===== src/rtl/user_id_readout_ctrl.sv =====
// User project ID readout controller.
// Latches mask_rev into a shadow register, serves byte reads to two round-robin requesters and monitors ID integrity.
module user_id_readout_ctrl #(
  parameter logic [31:0] EXPECTED_ID = 32'h0
) (
  input  logic        wb_clk_i,
  input  logic        wb_rst_i,
  input  logic [31:0] mask_rev,
  input  logic        req_a,
  input  logic        req_b,
  input  logic [1:0]  sel_a,
  input  logic [1:0]  sel_b,
  output logic        ack_a,
  output logic        ack_b,
  output logic [7:0]  rdata,
  output logic        sdo,
  output logic        sdo_en,
  output logic        id_valid,
  output logic        id_mismatch
);

  localparam int unsigned ID_W   = 32;
  localparam int unsigned BYTE_W = 8;
  localparam int unsigned CNT_W  = 3;
  localparam logic [CNT_W-1:0] LAST_BIT = CNT_W'(BYTE_W - 1);

  typedef enum logic [1:0] {
    ST_LATCH = 2'd0,
    ST_IDLE  = 2'd1,
    ST_SHIFT = 2'd2,
    ST_DONE  = 2'd3
  } state_t;

  state_t            r_state;
  state_t            w_state_nxt;

  logic [ID_W-1:0]   r_shadow,      w_shadow_nxt;
  logic [BYTE_W-1:0] r_shift,       w_shift_nxt;
  logic [BYTE_W-1:0] r_byte,        w_byte_nxt;
  logic [CNT_W-1:0]  r_cnt,         w_cnt_nxt;
  logic              r_gnt_b,       w_gnt_b_nxt;
  logic              r_prio_b,      w_prio_b_nxt;
  logic              r_ack_a,       w_ack_a_nxt;
  logic              r_ack_b,       w_ack_b_nxt;
  logic [BYTE_W-1:0] r_rdata,       w_rdata_nxt;
  logic              r_sdo,         w_sdo_nxt;
  logic              r_sdo_en,      w_sdo_en_nxt;
  logic              r_id_valid,    w_id_valid_nxt;
  logic              r_id_mismatch, w_id_mismatch_nxt;

  logic              w_idle_ok;
  logic              w_grant_a;
  logic              w_grant_b;
  logic [1:0]        w_sel;
  logic [BYTE_W-1:0] w_sel_byte;

  // Round-robin arbitration; r_prio_b flips to the loser after every grant
  assign w_idle_ok  = (r_state == ST_IDLE) && r_id_valid;
  assign w_grant_a  = w_idle_ok && req_a && (!req_b || !r_prio_b);
  assign w_grant_b  = w_idle_ok && req_b && (!req_a || r_prio_b);
  assign w_sel      = w_grant_a ? sel_a : sel_b;
  assign w_sel_byte = r_shadow[{w_sel, 3'b000} +: BYTE_W];

  always_ff @(posedge wb_clk_i) begin
    if (wb_rst_i) begin
      r_state <= ST_LATCH;
    end else begin
      r_state <= w_state_nxt;
    end
  end

  always_comb begin
    w_state_nxt = r_state;
    case (r_state)
      ST_LATCH: w_state_nxt = ST_IDLE;
      ST_IDLE:  if (w_grant_a || w_grant_b) w_state_nxt = ST_SHIFT;
      ST_SHIFT: if (r_cnt == LAST_BIT) w_state_nxt = ST_DONE;
      ST_DONE:  w_state_nxt = ST_IDLE;
      default:  w_state_nxt = ST_LATCH;
    endcase
  end

  // Next values for all registered outputs and datapath state
  always_comb begin
    w_shadow_nxt      = r_shadow;
    w_shift_nxt       = r_shift;
    w_byte_nxt        = r_byte;
    w_cnt_nxt         = r_cnt;
    w_gnt_b_nxt       = r_gnt_b;
    w_prio_b_nxt      = r_prio_b;
    w_ack_a_nxt       = 1'b0;
    w_ack_b_nxt       = 1'b0;
    w_rdata_nxt       = r_rdata;
    w_sdo_nxt         = 1'b0;
    w_sdo_en_nxt      = 1'b0;
    w_id_valid_nxt    = r_id_valid;
    w_id_mismatch_nxt = r_id_mismatch | (r_id_valid & (mask_rev != r_shadow));
    case (r_state)
      ST_LATCH: begin
        w_shadow_nxt      = mask_rev;
        w_id_valid_nxt    = 1'b1;
        w_id_mismatch_nxt = r_id_mismatch | (mask_rev != EXPECTED_ID);
      end
      ST_IDLE: begin
        if (w_grant_a || w_grant_b) begin
          w_byte_nxt   = w_sel_byte;
          w_shift_nxt  = {w_sel_byte[BYTE_W-2:0], 1'b0};
          w_cnt_nxt    = '0;
          w_gnt_b_nxt  = w_grant_b;
          w_prio_b_nxt = w_grant_a;
          w_sdo_nxt    = w_sel_byte[BYTE_W-1];
          w_sdo_en_nxt = 1'b1;
        end
      end
      ST_SHIFT: begin
        if (r_cnt == LAST_BIT) begin
          w_ack_a_nxt = ~r_gnt_b;
          w_ack_b_nxt = r_gnt_b;
          w_rdata_nxt = r_byte;
        end else begin
          w_sdo_nxt    = r_shift[BYTE_W-1];
          w_sdo_en_nxt = 1'b1;
          w_shift_nxt  = {r_shift[BYTE_W-2:0], 1'b0};
          w_cnt_nxt    = r_cnt + CNT_W'(1);
        end
      end
      default: ;
    endcase
  end

  always_ff @(posedge wb_clk_i) begin
    if (wb_rst_i) begin
      r_shadow      <= '0;
      r_shift       <= '0;
      r_byte        <= '0;
      r_cnt         <= '0;
      r_gnt_b       <= 1'b0;
      r_prio_b      <= 1'b0;
      r_ack_a       <= 1'b0;
      r_ack_b       <= 1'b0;
      r_rdata       <= '0;
      r_sdo         <= 1'b0;
      r_sdo_en      <= 1'b0;
      r_id_valid    <= 1'b0;
      r_id_mismatch <= 1'b0;
    end else begin
      r_shadow      <= w_shadow_nxt;
      r_shift       <= w_shift_nxt;
      r_byte        <= w_byte_nxt;
      r_cnt         <= w_cnt_nxt;
      r_gnt_b       <= w_gnt_b_nxt;
      r_prio_b      <= w_prio_b_nxt;
      r_ack_a       <= w_ack_a_nxt;
      r_ack_b       <= w_ack_b_nxt;
      r_rdata       <= w_rdata_nxt;
      r_sdo         <= w_sdo_nxt;
      r_sdo_en      <= w_sdo_en_nxt;
      r_id_valid    <= w_id_valid_nxt;
      r_id_mismatch <= w_id_mismatch_nxt;
    end
  end

  assign ack_a       = r_ack_a;
  assign ack_b       = r_ack_b;
  assign rdata       = r_rdata;
  assign sdo         = r_sdo;
  assign sdo_en      = r_sdo_en;
  assign id_valid    = r_id_valid;
  assign id_mismatch = r_id_mismatch;

endmodule


===== config.mk =====
export PLATFORM = sky130hd
export DESIGN_NAME = user_id_readout_ctrl
export DESIGN_NICKNAME = d
export VERILOG_FILES = /design/src/rtl/user_id_readout_ctrl.sv
export SDC_FILE = /design/constraint.sdc
export NUM_CORES = 1
export LEC_CHECK = 0
export BUFFER_PORTS_ARGS = -buffer_cell sky130_fd_sc_hd__buf_2
export CAP_MARGIN = 20
export CORE_ASPECT_RATIO = 2
export CORE_MARGIN = 10
export CORE_UTILIZATION = 52
export DETAILED_ROUTE_END_ITERATION = 16
export PLACE_DENSITY = 0.77
export SYNTH_ARGS = -nofsm -noshare
export SYNTH_HDL_FRONTEND = slang
export SYNTH_SLANG_ARGS = --single-unit

===== constraint.sdc =====
create_clock -name wb_clk_i -period 1.88 [get_ports wb_clk_i]
set_input_delay 0.188 -clock wb_clk_i [delete_from_list [all_inputs] [get_ports wb_clk_i]]
set_output_delay 0.188 -clock wb_clk_i [all_outputs]
set_load 0.01 [all_outputs]

======== Word level (Yosys, flattened, before mapping) ========
Cells that the tools add are included.
word-level totals
  register bits after elaboration ......... 69
  input port bits ......................... 40
  output and inout bits ................... 14
  word-level logic and storage cells ...... 67
operators by class
  $add $sub $neg .......................... 1
  equality and inequality tests ........... 8
  shift operators ......................... 1
  muxes and demuxes ....................... 17
  bitwise operators ....................... 6
  reduce and logical (&&, ||, !) cells .... 20
operator list
  cell                                                 count
  != test 32 bit                                       1
  nonzero test 32 bit                                  1
  variable part select 32 x 6 -> 8 bit                 1
  2-to-1 mux 8 bit                                     2
  case mux 8 bit (2 select lines)                      1
  2-to-1 mux 2 bit                                     3
  2-to-1 mux 3 bit                                     2
  case mux 2 bit (3 select lines)                      1
  case mux 3 bit (2 select lines)                      1
  AND reduction 2 bit                                  3
  logical AND 1 bit                                    5
  2-to-1 mux 1 bit                                     5
  equality test 2 bit, second input constant           2
  != test 2 bit, second input constant                 2
  case mux 1 bit (2 select lines)                      2
  adder 3 x 1 -> 3 bit, second input constant          1
  equality test 3 bit, second input constant           1
  zero test 1 bit                                      3
  logical OR 1 bit                                     3
  NOT 1 bit                                            3
  AND reduction 3 bit                                  1
  OR reduction 3 bit                                   1
  equality test 2 x 1 -> 1 bit, second input constant  1
  zero test 2 bit                                      1
  other kinds (5)                                      6

======== Logic depth before layout (Yosys ltp) ========
  word-level depth ........................ 8
  gate-level depth with buffers ........... 10

======== Least setup slack after synthesis ========
Ideal clock, no wire load.
  kind .................................... register -> register
  start point ............................. reg r_state[1]
  end point ............................... reg r_byte[4]
  library setup time ...................... 0.067 ns
  data arrival time ....................... 1.766 ns
  data required time ...................... 1.813 ns
  path slack .............................. 0.046 ns
  stages on the path, launching flop included .. 10
  path buffers ............................ 2
  path through ............................ dfxtp_1 -> inv_1 -> ha_1 -> buf_4 -> and3_4 -> buf_6 -> a21boi_4 -> o21ai_0 -> a221o_1 -> a21oi_2
on the way
  cells in the longest elaborated chain, start to end .. 6
  elaborated cells between the ends (all ways) .. 10
ends and longest elaborated chain
  element                                                                      line     RTL
  from (decl)                                                                  34       state_t r_state;
  from (signal assigned)                                                       68       r_state <= w_state_nxt;
  equality test 2 x 1 -> 1 bit *                                               58, 98
  logical AND 1 bit                                                            58       assign w_idle_ok = (r_state == ST_IDLE) && r_id_valid;
  logical AND 1 bit, on equally long branches (2 in a row)                     59, 60
  2-to-1 mux 2 bit or logical OR 1 bit (tied branches)                         61, 105
  variable part select 32 x 6 -> 8 bit or AND reduction 2 bit (tied branches)  -
  to (signal assigned)                                                         149      r_byte <= w_byte_nxt;
  to (decl)                                                                    39       logic [BYTE_W-1:0] r_byte, w_byte_nxt;
Mark *: on every way between the ends. The rest lies on a longest branch, timed or not.
A chain may end at the register's enable or synchronous reset.

======== Worst setup path after layout ========
  start point ............................. reg r_state[1]
  end point ............................... reg r_byte[5]
Same word-level chain as after synthesis.

==> reports/summary.json <==
{
  "num_antenna_cells": {"value": 0},
  "min_period_over_period": {"value": 0.976},
  "fillCellCount": {"value": 553},
  "timing.critical_path.fanout_max": {"value": 13},
  "finish.instance_area": {"value": 4660, "unit": "µm²"},
  "die_height": {"value": 139, "unit": "µm"},
  "setup_viol": {"value": 0},
  "max_cap_violations": {"value": 0},
  "place_congestion": {"value": 0.983},
  "cellInternalPower": {"value": 0.00378, "unit": "W"},
  "rows": {"value": 43},
  "power.total": {"value": 0.00563, "unit": "W"},
  "clock.fmax": {"value": 545, "unit": "MHz"},
  "power_switching": {"value": 0.00185, "unit": "W"},
  "ys.flop_type": {"value": "dfxtp_1"},
  "grt_pass1_wl": {"value": 18100, "unit": "µm"},
  "design.die.area": {"value": 11100, "unit": "µm²"},
  "postSynthNetCount": {"value": 463},
  "worst_ep_required_time": {"value": 2.15, "unit": "ns"},
  "worst_setup_hold_path_clk_slew": {"value": 0.05, "unit": "ns"},
  "area_occupied_by_multi_input_gates": {"value": 2280, "unit": "µm²"},
  "power_frac_seq": {"value": 0.341},
  "switching_share": {"value": 0.329},
  "detail_route.first_pass.iterations": {"value": 4},
  "synthesis.area_per_instance": {"value": 8.81, "unit": "µm²"},
  "rsz0062_at_grt": {"value": "yes"},
  "powerDensity": {"value": 1210, "unit": "nW/µm²"},
  "ys_async_sr_fraction": {"value": 0},
  "total_leakage_power": {"value": 1.85, "unit": "nW"},
  "die_width": {"value": 79.5, "unit": "µm"},
  "cts_max_level": {"value": 3},
  "critical_path_class": {"value": "register to register"},
  "gr-usage-all-layers": {"value": 0.206},
  "outcome": {"value": "complete, no violations"},
  "final_layout_size_suffix_gt1_frac": {"value": 0.283},
  "io_buffers": {"value": 53},
  "max_slew.worst_pin.slew": {"value": 0.591, "unit": "ns"},
  "finalMaxSlewViolations": {"value": 0},
  "route.detailed.vias_per_inst": {"value": 6.03},
  "synth_area": {"value": 3680, "unit": "µm²"},
  "cts_tree": {"value": "yes"},
  "clock_latency": {"value": 0.34, "unit": "ns"},
  "syn-instance-count": {"value": 418},
  "dp.final_hpwl": {"value": 8290, "unit": "µm"},
  "dpl_cell_area": {"value": 4130, "unit": "µm²"},
  "classification_of_the_worst_slack_hold_path": {"value": "input pin to register"},
  "number_of_hold_violations_in_the_final_report": {"value": 0},
  "vdd.ir_drop.worst": {"value": 1.01, "unit": "mV"},
  "final_cell_mix": {"value": "66 x dfxtp_1, 53 x buf_2, 40 x nor2_1"},
  "detail_route.wl_per_cell": {"value": 19.3, "unit": "µm"},
  "number_of_distinct_library_cells_after_synthesis": {"value": 54},
  "postSynthRegisterBits": {"value": 68},
  "drt_drc_violations_left": {"value": 0},
  "start_kind": {"value": "register"},
  "core_area": {"value": 6940, "unit": "µm²"},
  "detailroute.via_count": {"value": 3520},
  "slew-limit-headroom": {"value": 0.605},
  "seqCellArea": {"value": 1360, "unit": "µm²"},
  "clkPwrFrac": {"value": 0.329},
  "cts_max_path_bufs": {"value": 2},
  "finalCriticalPeriod": {"value": 1.83, "unit": "ns"},
  "drt_first_iter_violations": {"value": 241},
  "num-nets-final": {"value": 534},
  "grt_overflow_total": {"value": 0},
  "vias_in_the_first_global_route": {"value": 3607},
  "detail_route.wirelength": {"value": 11200, "unit": "µm"},
  "ctsRootBufferMaster": {"value": "clkbuf_16"},
  "start_util": {"value": 0.531},
  "clock-skew-final": {"value": 0.00347, "unit": "ns"},
  "clkSinkCount": {"value": 68},
  "ant_nets": {"value": 0},
  "synth_enable_flop_cells": {"value": 0},
  "finalWorstSetupSlack": {"value": 0.0453, "unit": "ns"},
  "arrival": {"value": 2.10, "unit": "ns"},
  "comb_power_share": {"value": 0.330},
  "end_kind": {"value": "register"},
  "synth.yosys.warnings": {"value": 0},
  "seq_area_frac_synth": {"value": 0.370},
  "flow.area_growth_from_synthesis": {"value": 26.5, "unit": "%"},
  "io_pins": {"value": 54},
  "pre_cts_ws": {"value": -0.116, "unit": "ns"},
  "antenna_found_initial": {"value": 0},
  "layout.cells.most_common": {"value": "dfxtp_1"},
  "hold_ws": {"value": 0.122, "unit": "ns"},
  "largest_net_degree_at_the_start_of_global_routing": {"value": 33},
  "tritoncts.num_buffers": {"value": 9}
}
Yosys cell counts, types with 3 or more instances:
| master | instances | area share |
|---|---|---|
| nor3_1 | 8 | 0.011 |
| mux2i_1 | 32 | 0.087 |
| a211oi_1 | 7 | 0.014 |
| xnor2_1 | 31 | 0.074 |
| buf_6 | 5 | 0.015 |
| nor2_1 | 40 | 0.041 |
| a311oi_1 | 5 | 0.012 |
| nand4_1 | 10 | 0.017 |
| o31ai_1 | 3 | 0.0061 |
| clkbuf_1 | 13 | 0.013 |
| nand3_1 | 9 | 0.012 |
| buf_1 | 4 | 0.0041 |
| dfxtp_1 | 68 | 0.37 |
| o211ai_1 | 3 | 0.0061 |
| o21ai_1 | 3 | 0.0041 |
| nor4_1 | 7 | 0.012 |
| a21oi_2 | 4 | 0.0095 |
| nand2_1 | 35 | 0.036 |
| o21ai_0 | 12 | 0.016 |
| inv_1 | 6 | 0.0061 |
| a32o_1 | 3 | 0.0082 |
| a221o_1 | 10 | 0.027 |
| nand2b_1 | 11 | 0.019 |
| a32oi_1 | 7 | 0.017 |
| and3_1 | 5 | 0.0085 |
| a21oi_1 | 36 | 0.049 |
| ha_1 | 5 | 0.017 |
| buf_2 | 5 | 0.0068 |
stage by stage:
step                utilization  TNS (ns)  instances
global route              0.671   -0.0722        584
floorplan                     -         0        418
detailed placement        0.595    -0.931        562
finish                    0.671         0        584
CTS                       0.656   -0.0260        583
global placement          0.595    -0.432        562
metal layers:
| metal | GRT usage | vias up | part of all wire |
|---|---|---|---|
| li1 | - | 1664 | - |
| met1 | 0.197 | 1680 | 0.35 |
| met2 | 0.345 | 120 | 0.52 |
| met3 | 0.0610 | 56 | 0.047 |
| met4 | 0.173 | 0 | 0.082 |
| met5 | 0 | - | 0 |
power by group through the flow:
stage                     registers (W)  logic, W  clock network, W
after global placement          0.00192   0.00166                 0
after CTS                       0.00190   0.00178           0.00187
after detailed placement        0.00193   0.00169                 0
after global routing            0.00194   0.00201           0.00193
after floorplan                 0.00186   0.00121                 0
final                           0.00192   0.00186           0.00185
final timing paths:
| path | startpoint | end | slack (ns) | depth (start not counted) |
|---|---|---|---|---|
| setup / recovery | r_state[1] | r_byte[5] | 0.05 | 8 |
| hold / removal | mask_rev[6] | r_shadow[6] | 0.12 | 3 |
| setup reg to reg | r_state[1] | r_byte[5] | 0.05 | 8 |
| hold reg to reg | rdata[2] | rdata[2] | 0.45 | 2 |
critical path, cell delays in order (launching register included):
cell and delay, ns:
dfxtp_2 0.34, inv_2 0.06, ha_4 0.17, and3_4 0.22, buf_12 0.13, nand3_4 0.16
a32oi_1 0.16, a221o_1 0.37, a21oi_2 0.16
cell families (layout without fill, tap and decap cells):
logic type / after synthesis / count (layout) / share of synthesized area
simple gates: 139 / 140 / 0.192
compound gates: 107 / 108 / 0.209
flops: 68 / 68 / 0.370
buf+inv: 35 / 109 / 0.0496
xor+xnor: 32 / 32 / 0.0761
mux: 32 / 32 / 0.0870
fa+ha+maj: 5 / 5 / 0.0170
flip-flops by register name, summed over array words and instances, names as in the netlist:
name	count
r_gnt_b	1
r_prio_b	1
r_shadow	32
rdata	8
r_shift	7
r_cnt	3
r_byte	8
r_state	2
id_mismatch	1
id_valid	1
sdo_en	1
sdo	1
ack_a	1
ack_b	1
what timing repair did:
item,CTS,global route
hold buffers,0,0
buffers inserted,3,1
cloned,2,0
resized for setup,8,21
pin swaps,4,8
endpoints found under the setup margin,16,20
layout make-up:
type | count | area share
clock inverters | 3 | 0.0148
flip-flops and latches | 68 | 0.293
repair buffers | 87 | 0.117
clock buffers | 13 | 0.0559
multi-input cells | 317 | 0.491
inverters | 6 | 0.00484
well taps | 90 | 0.0242
(Power assumes the default switching activity.)
